[src/rtl/dat_pkg.sv]
// Shared definitions for the data-transfer scheduler: FSM state encoding and defaults.
package dat_pkg;

    localparam int BLOCKS_W_DEF   = 4;
    localparam int ABORT_HOLD_DEF = 2;
    localparam int HOLD_CNT_W     = 4;

    typedef enum logic [2:0] {
        ST_IDLE  = 3'd0,
        ST_ISSUE = 3'd1,
        ST_BUSY  = 3'd2,
        ST_ACK   = 3'd3,
        ST_DONE  = 3'd4,
        ST_ABORT = 3'd5
    } dat_state_e;

endpackage

[src/rtl/dat_rr_arb2.sv]
// Two-requester round-robin selector: on contention the requester other than
// last_owner wins; a lone requester always wins.
module dat_rr_arb2 (
    input  logic       last_owner,
    input  logic [1:0] req,
    output logic [1:0] grant
);

    always_comb begin
        grant = 2'b00;
        case (req)
            2'b01:   grant = 2'b01;
            2'b10:   grant = 2'b10;
            2'b11:   grant = last_owner ? 2'b01 : 2'b10;
            default: grant = 2'b00;
        endcase
    end

endmodule

[src/rtl/dat_xfer_scheduler.sv]
// Arbitrates two requesters onto one data phys controller and sequences the transfer.
// Optional timeout abort path enabled by defining DAT_SCHED_TIMEOUT_ABORT_EN.
module dat_xfer_scheduler
    import dat_pkg::*;
#(
    parameter int BLOCKS_W   = BLOCKS_W_DEF,
    parameter int ABORT_HOLD = ABORT_HOLD_DEF
) (
    input  logic                sd_clock,
    input  logic                reset,
    input  logic [1:0]          req,
    input  logic [1:0]          wr_req,
    input  logic [1:0]          mult_req,
    input  logic [BLOCKS_W-1:0] blocks_req0,
    input  logic [BLOCKS_W-1:0] blocks_req1,
    output logic [1:0]          grant,
    output logic [1:0]          done,
    output logic [1:0]          error,
    output logic                strobe_out,
    output logic                writeRead_out,
    output logic                multiple_out,
    output logic [BLOCKS_W-1:0] blocks_out,
    output logic                ack_out,
    output logic                idle_out,
    input  logic                serial_ready_in,
    input  logic                complete_in,
    input  logic                ack_in,
    input  logic                timeout_in,
    output logic                busy
);

    dat_state_e            state_q, state_d;
    logic [1:0]            grant_q, grant_d;
    logic                  last_owner_q, last_owner_d;
    logic                  wr_q, wr_d;
    logic                  mult_q, mult_d;
    logic [BLOCKS_W-1:0]   blocks_q, blocks_d;
    logic [HOLD_CNT_W-1:0] hold_q, hold_d;

    logic [1:0] arb_grant;
    logic       arb_sel;
    logic       timeout_abort;
    logic       hold_last;

`ifdef DAT_SCHED_TIMEOUT_ABORT_EN
    assign timeout_abort = timeout_in;
`else
    logic unused_timeout;
    assign unused_timeout = timeout_in;
    assign timeout_abort  = 1'b0;
`endif

    dat_rr_arb2 u_arb (
        .last_owner (last_owner_q),
        .req        (req),
        .grant      (arb_grant)
    );

    assign arb_sel   = arb_grant[1];
    assign hold_last = (hold_q == HOLD_CNT_W'(ABORT_HOLD - 1));

    always_ff @(posedge sd_clock or posedge reset) begin
        if (reset) begin
            state_q      <= ST_IDLE;
            grant_q      <= 2'b00;
            last_owner_q <= 1'b1;
            wr_q         <= 1'b0;
            mult_q       <= 1'b0;
            blocks_q     <= '0;
            hold_q       <= '0;
        end else begin
            state_q      <= state_d;
            grant_q      <= grant_d;
            last_owner_q <= last_owner_d;
            wr_q         <= wr_d;
            mult_q       <= mult_d;
            blocks_q     <= blocks_d;
            hold_q       <= hold_d;
        end
    end

    always_comb begin
        state_d      = state_q;
        grant_d      = grant_q;
        last_owner_d = last_owner_q;
        wr_d         = wr_q;
        mult_d       = mult_q;
        blocks_d     = blocks_q;
        hold_d       = hold_q;
        case (state_q)
            ST_IDLE: begin
                // Transfer fields are captured only here, so they cannot move while granted.
                if (req != 2'b00) begin
                    grant_d  = arb_grant;
                    wr_d     = wr_req[arb_sel];
                    mult_d   = mult_req[arb_sel];
                    blocks_d = arb_sel ? blocks_req1 : blocks_req0;
                    state_d  = ST_ISSUE;
                end
            end
            ST_ISSUE: begin
                if (timeout_abort) begin
                    hold_d  = '0;
                    state_d = ST_ABORT;
                end else if (serial_ready_in) begin
                    state_d = ST_BUSY;
                end
            end
            ST_BUSY: begin
                // Completion wins over a simultaneous timeout.
                if (complete_in) begin
                    state_d = ST_ACK;
                end else if (timeout_abort) begin
                    hold_d  = '0;
                    state_d = ST_ABORT;
                end
            end
            ST_ACK: begin
                if (ack_in) begin
                    state_d = ST_DONE;
                end else if (timeout_abort) begin
                    hold_d  = '0;
                    state_d = ST_ABORT;
                end
            end
            ST_DONE: begin
                last_owner_d = grant_q[1];
                grant_d      = 2'b00;
                state_d      = ST_IDLE;
            end
            ST_ABORT: begin
                if (hold_last) begin
                    last_owner_d = grant_q[1];
                    grant_d      = 2'b00;
                    state_d      = ST_IDLE;
                end else begin
                    hold_d = hold_q + 1'b1;
                end
            end
            default: begin
                grant_d = 2'b00;
                state_d = ST_IDLE;
            end
        endcase
    end

    always_comb begin
        strobe_out = (state_q == ST_ISSUE) && serial_ready_in && !timeout_abort;
        ack_out    = (state_q == ST_ACK);
        done       = (state_q == ST_DONE) ? grant_q : 2'b00;
        busy       = (state_q != ST_IDLE);
`ifdef DAT_SCHED_TIMEOUT_ABORT_EN
        idle_out   = (state_q == ST_ABORT);
        error      = ((state_q == ST_ABORT) && hold_last) ? grant_q : 2'b00;
`else
        idle_out   = 1'b0;
        error      = 2'b00;
`endif
    end

    assign grant         = grant_q;
    assign writeRead_out = wr_q;
    assign multiple_out  = mult_q;
    assign blocks_out    = blocks_q;

endmodule

[config.mk]
export PLATFORM = sky130hd
export DESIGN_NAME = dat_xfer_scheduler
export DESIGN_NICKNAME = d
export VERILOG_FILES = /design/src/rtl/dat_pkg.sv /design/src/rtl/dat_rr_arb2.sv /design/src/rtl/dat_xfer_scheduler.sv
export SDC_FILE = /design/constraint.sdc
export NUM_CORES = 1
export LEC_CHECK = 0
export ABC_AREA = 0
export CELL_PAD_IN_SITES_DETAIL_PLACEMENT = 1
export CELL_PAD_IN_SITES_GLOBAL_PLACEMENT = 1
export CORE_MARGIN = 1
export CORE_UTILIZATION = 32
export DETAILED_ROUTE_END_ITERATION = 8
export GPL_ROUTABILITY_DRIVEN = 0
export PLACE_DENSITY_LB_ADDON = 0.1
export SETUP_SLACK_MARGIN = 0.3
export SYNTH_ARGS = -nofsm -noshare
export SYNTH_HDL_FRONTEND = slang
export SYNTH_HIERARCHICAL = 1
export SYNTH_SLANG_ARGS = --single-unit
[constraint.sdc]
create_clock -name sd_clock -period 1.9 [get_ports sd_clock]
set_clock_uncertainty 0.2 [all_clocks]
set_input_delay 0.38 -clock sd_clock [delete_from_list [all_inputs] [get_ports sd_clock]]
set_output_delay 0.38 -clock sd_clock [all_outputs]
set_load 0.01 [all_outputs]
## Word level (Yosys, flattened, before mapping)

Index checks and enable logic that the tools add are counted.

- $add $sub $neg: 1
- Magnitude comparators: 1
- Equal/unequal tests: 14
- Multiplexer cells: 19
- Bitwise gates (word level): 2
- Reduce and logical (&&, ||, !) cells: 11

Operators by type and width:

| kind | count |
|---|---|
| 3-bit 2-to-1 mux | 5 |
| 3-bit case mux with 5 select lines | 1 |
| 2-bit case mux with 3 select lines | 2 |
| 2-bit 2-to-1 mux | 4 |
| 2-bit != test (second input constant) | 4 |
| 3-bit by 2-bit == test with 1-bit output (second input constant) | 2 |
| 3-bit == test (second input constant) | 2 |
| 2-bit AND reduction | 3 |
| 1-bit 2-to-1 mux | 5 |
| 5-bit AND reduction | 1 |
| 4-bit by 1-bit adder with 4-bit output (second input constant) | 1 |
| 2-bit == test (second input constant) | 2 |
| 4-bit by 1-bit == test with 1-bit output (second input constant) | 1 |
| 4-bit 2-to-1 mux | 1 |
| 2-bit nonzero test | 2 |
| 3-bit by 1-bit == test with 1-bit output (second input constant) | 1 |
| 3-bit logical NOT | 1 |
| 3-bit AND reduction | 1 |
| 3-bit nonzero test | 1 |
| 3-bit OR reduction | 1 |
| 2-bit by 1-bit == test with 1-bit output (second input constant) | 1 |
| 1-bit by 2-bit < comparator with 1-bit output (second input constant) | 1 |
| 2-bit by 1-bit != test with 1-bit output (second input constant) | 1 |
| 1-bit NOT | 2 |
| 2 further kinds | 2 |

- Register bits after elaboration: 16
- Output and inout bits: 16
- Logic and storage cells: 55

## Longest topological paths before layout

- Depth in word-level cells: 4
- Mapped depth: 5
- Depth with buffers taken out: 5

## Modules after synthesis

The synthesis kept the hierarchy.

Modules (own cells, without submodules):

| module | instances | cells each | area an instance (um^2) | sequential area each (um^2) |
|---|---|---|---|---|
| dat_xfer_scheduler | 1 | 84 | 930.9 | 401.6 |
| dat_rr_arb2 | 1 | 3 | 18.8 | 0.0 |

## Least setup slack after synthesis

No wires, ideal clock.

- Path kind: reg2reg
- Start: reg hold_q[1]
- End: reg last_owner_q
- Data arrival time: 1446 ps
- Data required time: 1618 ps
- Slack: 172 ps
- Cell stages (with the launch flop): 6
- Path buffers: 0
- Cell sequence: dfrtp_1 inv_1 ha_1 or3b_4 a21oi_1 mux2_2

- Cells in the longest elaborated chain, start to end: 3

Ends and longest elaborated chain:

| item | RTL line | RTL |
|---|---|---|
| start: declaration | dat_xfer_scheduler.sv:38 | `logic [HOLD_CNT_W-1:0] hold_q, hold_d;` |
| start signal: assignment | dat_xfer_scheduler.sv:78 | `hold_q <= hold_d;` |
| 4-bit by 1-bit == test with 1-bit output | dat_xfer_scheduler.sv:60 | `assign hold_last = (hold_q == HOLD_CNT_W'(ABORT_HOLD - 1));` |
| 2-bit != test (no source line) | n/a |  |
| 2-bit AND reduction (no source line) | n/a |  |
| end signal: assignment | dat_xfer_scheduler.sv:74 | `last_owner_q <= last_owner_d;` |
| end: declaration | dat_xfer_scheduler.sv:34 | `logic last_owner_q, last_owner_d;` |

No other way between the ends.
A chain may end at the register's enable or synchronous reset.

## Final worst setup path

- Start: reg state_q[1]
- End: out busy

- Cells in the longest elaborated chain, start to end: 1

Ends and longest elaborated chain:

| item | RTL line | RTL |
|---|---|---|
| start: declaration | dat_xfer_scheduler.sv:32 | `dat_state_e state_q, state_d;` |
| start signal: assignment | dat_xfer_scheduler.sv:72 | `state_q <= state_d;` |
| 3-bit nonzero test | dat_xfer_scheduler.sv:151 | `busy = (state_q != ST_IDLE);` |
| end: declaration | dat_xfer_scheduler.sv:29 | `output logic busy` |

No other way between the ends.

==> impl_results.md <==
- Fillers: 296
- M2 GR Usage: between 30% and 40%
- Syn Area/Cell: about 11 µm²
- Ys flop type: dfrtp_1
- Synth Area in Adders: 2.64%
- CP delay by family, top: flip-flops
- DRC: 0
- Min-delay worst type: in2async
- Synth Area in Simple Gates: 19.1%
- Slowest library cell on the worst path: dfrtp_1
- Initial antenna violation count: 0
- Synth Area in Compound Gates: 9.49%
- Met3 Use GR: roughly 4.1%
- Maximum fanout along the worst path: 2
- Slew Viols, Final: 0
- Pwr Total: 2.26 mW
- CP Buf/Inv Count: 2
- Synth cell count leaders: dfrtp_1, mux2_2, and3_1
- Critical path required time: 1320 ps
- Setup Crit Path Kind: reg2out
- Leakage power: 0.749 nW
- Layout Area Growth over Synthesis: 69.8%
- Post-place instance area: 0.00140 mm²
- Worst-skew pair later-pin latency: 300 ps
- Wire length per cell: 16.5 µm
- Final worst setup slack: -14.1 ps
- Die area: 0.00319 mm²
- DR vias: 890
- Max incr delay on CP: 420 ps
- M1 GR Usage: 23.2%
- Via/cell ratio: roughly 5.1
- Largest family of logic cells by synthesized area: simple AND/OR/NAND/NOR gates
- CTS clk-pin slew, worst paths: 110 ps
- CTS tree: done
- 1st-iter DRT viols: 8
- Design Area, Final: 0.00161 mm²
- Pin count of the biggest net entering global routing: 17
- Pwr/cell area: approximately 1400 mW/mm²
- Synth top area cells: dfrtp_1, mux2_2, and3_1, buf_4, dfstp_2
- Clock buffer depth: 2
- Hold Vio Cnt, Final: 0
- FMAX: 522 MHz
- Width of the die: 56.5 µm
- Busiest grt layer: met2
- Unique masters post-synth: 36
- NumNets Final: 168
- Post-Route WL: 2.91 mm
- Num rows: 19
- I/O Pins: 36
- Most instantiated library cell after synthesis: dfrtp_1
- Buffers on Ports: 31
- YS warnings: 6
- Cts hold-fix bufs: 0
- ANT nets after route: 0
- Final setup viols: 2
- Number of max-cap violations: 0
- R2r startpoint: state_q[1]
- Number of synthesized flops with an enable pin: 0
- Area leader, netlist: dfrtp_1
- Register bit total from synthesis: 16
- Die Ht: 56.5 µm
- WP data arrival: 1330 ps
- Violated checks: negative setup slack
- Area share of the leading cell type in the synthesized netlist: 39.5%
- Place WS: -354 ps
- VDD IR-drop max: 722 µV
- Cell area after synthesis: around 950 µm²
- Final period util: 101%
- Multiplexer share of the synthesized area: 17.7%
- # diodes: 0
- CORE AREA: 0.00278 mm²
- Crit path capture type: output pin
- Sequential area share after synthesis: a little over two fifths
- Number of CTS-inserted buffers: 3
- Cell Chain, Critical Path: buf_6 > or3_4 > buf_2
- DR pass1 iterations: 4
- Final min period: 1910 ps
- Share of layout cells above drive strength 1: between 50% and 60%
- First-pass GRT wire length: roughly 4.5 mm
- HPWL Detailed: 1.85 mm
- H-Tree Depth: 1
- Post-Syn Instances: 87
- Xor and xnor fraction of the mapped netlist area: ~1.8%
- Critical Path Start Type: flop
- Worst setup path start: state_q[1]
- CTS sink count: 16
- Post-synth ARST share: 100%
- CTS Root Cell: clkbuf_4
- Final core utilization: 58.0%
- Initial Util: roughly a third
- Total grt overflow: 0
- Unrepaired setup endpoints after global routing: yes
- Outcome: finished with violations
- Gr usage total: 18.5%
- Vias in the first global route: ~900
cells by family after synthesis:
logic type,after synthesis
xor gates and xnor gates,2
AOI/OAI and AO/OA,13
DFF,16
muxes,15
and+or+nand+nor,26
other,1
buffers and inverters,12
adders and majority gates,2
repair_timing:
item                       CTS  global route
gates resized for setup     40            14
pin swaps                    4             2
setup buffers               11             4
setup endpoints to repair   26            21
path summary, 6_finish.rpt:
check / to / slack [ps] / depth (start not counted)
setup / recovery: busy / -10 / 3
hold / removal: writeRead_out / 180 / 3
setup reg to reg: blocks_out[2] / 0 / 5
hold reg to reg: blocks_out[0] / 320 / 1
max in group asynchronous: last_owner_q / 1060 / 3
min in group sd_clock: blocks_out[0] / 320 / 1
stage by stage:
step	cells	setup TNS, ps	hold slack [ps]
2_1_floorplan	89	0	93.0
3_3_place_gp	157	-1660	287
3_5_place_dp	157	-1940	293
4_1_cts	172	0	193
5_1_grt	176	-284	221
6_report	176	-15.5	176
metal layers:
metal	vias to the layer above	part of all wire [%]
li1	419	-
met1	439	43
met2	28	50
met3	4	5.4
met4	0	1.9
met5	-	0
final cells by class:
cell class / count / area, µm² / area share [%]
clock buffers: 4 / 36.3 / 2.25
inverters: 4 / 15.0 / 0.931
multi-input cells: 61 / 594 / 36.9
flip-flops and latches: 16 / 403 / 25.0
well taps: 31 / 38.8 / 2.40
repair buffers: 60 / 526 / 32.6
power breakdown:
part           total [mW]  switching [mW]  internal, mW  leakage [nW]
sequential          0.619           0.118         0.501         0.194
combinational        1.41           0.583         0.822         0.534
clock               0.240           0.123         0.117        0.0210
total                2.26           0.824          1.44         0.749
flip-flops by register name (all words and copies together) (netlist names):
signal / count
state_q: 3
blocks_out: 4
multiple_out: 1
hold_q: 4
grant: 2
last_owner_q: 1
writeRead_out: 1
tightest hold or removal path: stages:
cell and delay, ps:
clkdlybuf4s50_1 400, inv_1 50, buf_4 230
cell usage in the layout (no fill, tap or decap), types with 4 or more instances in the layout:
cell type and n:
inv_1 4, dlygate4sd2_1 7, mux2_2 6, buf_4 24, dfrtp_1 14, and3_4 4, buf_6 7, clkdlybuf4s50_1 18
mux2_4 8
No activity file was read; power rests on OpenSTA's default activity.
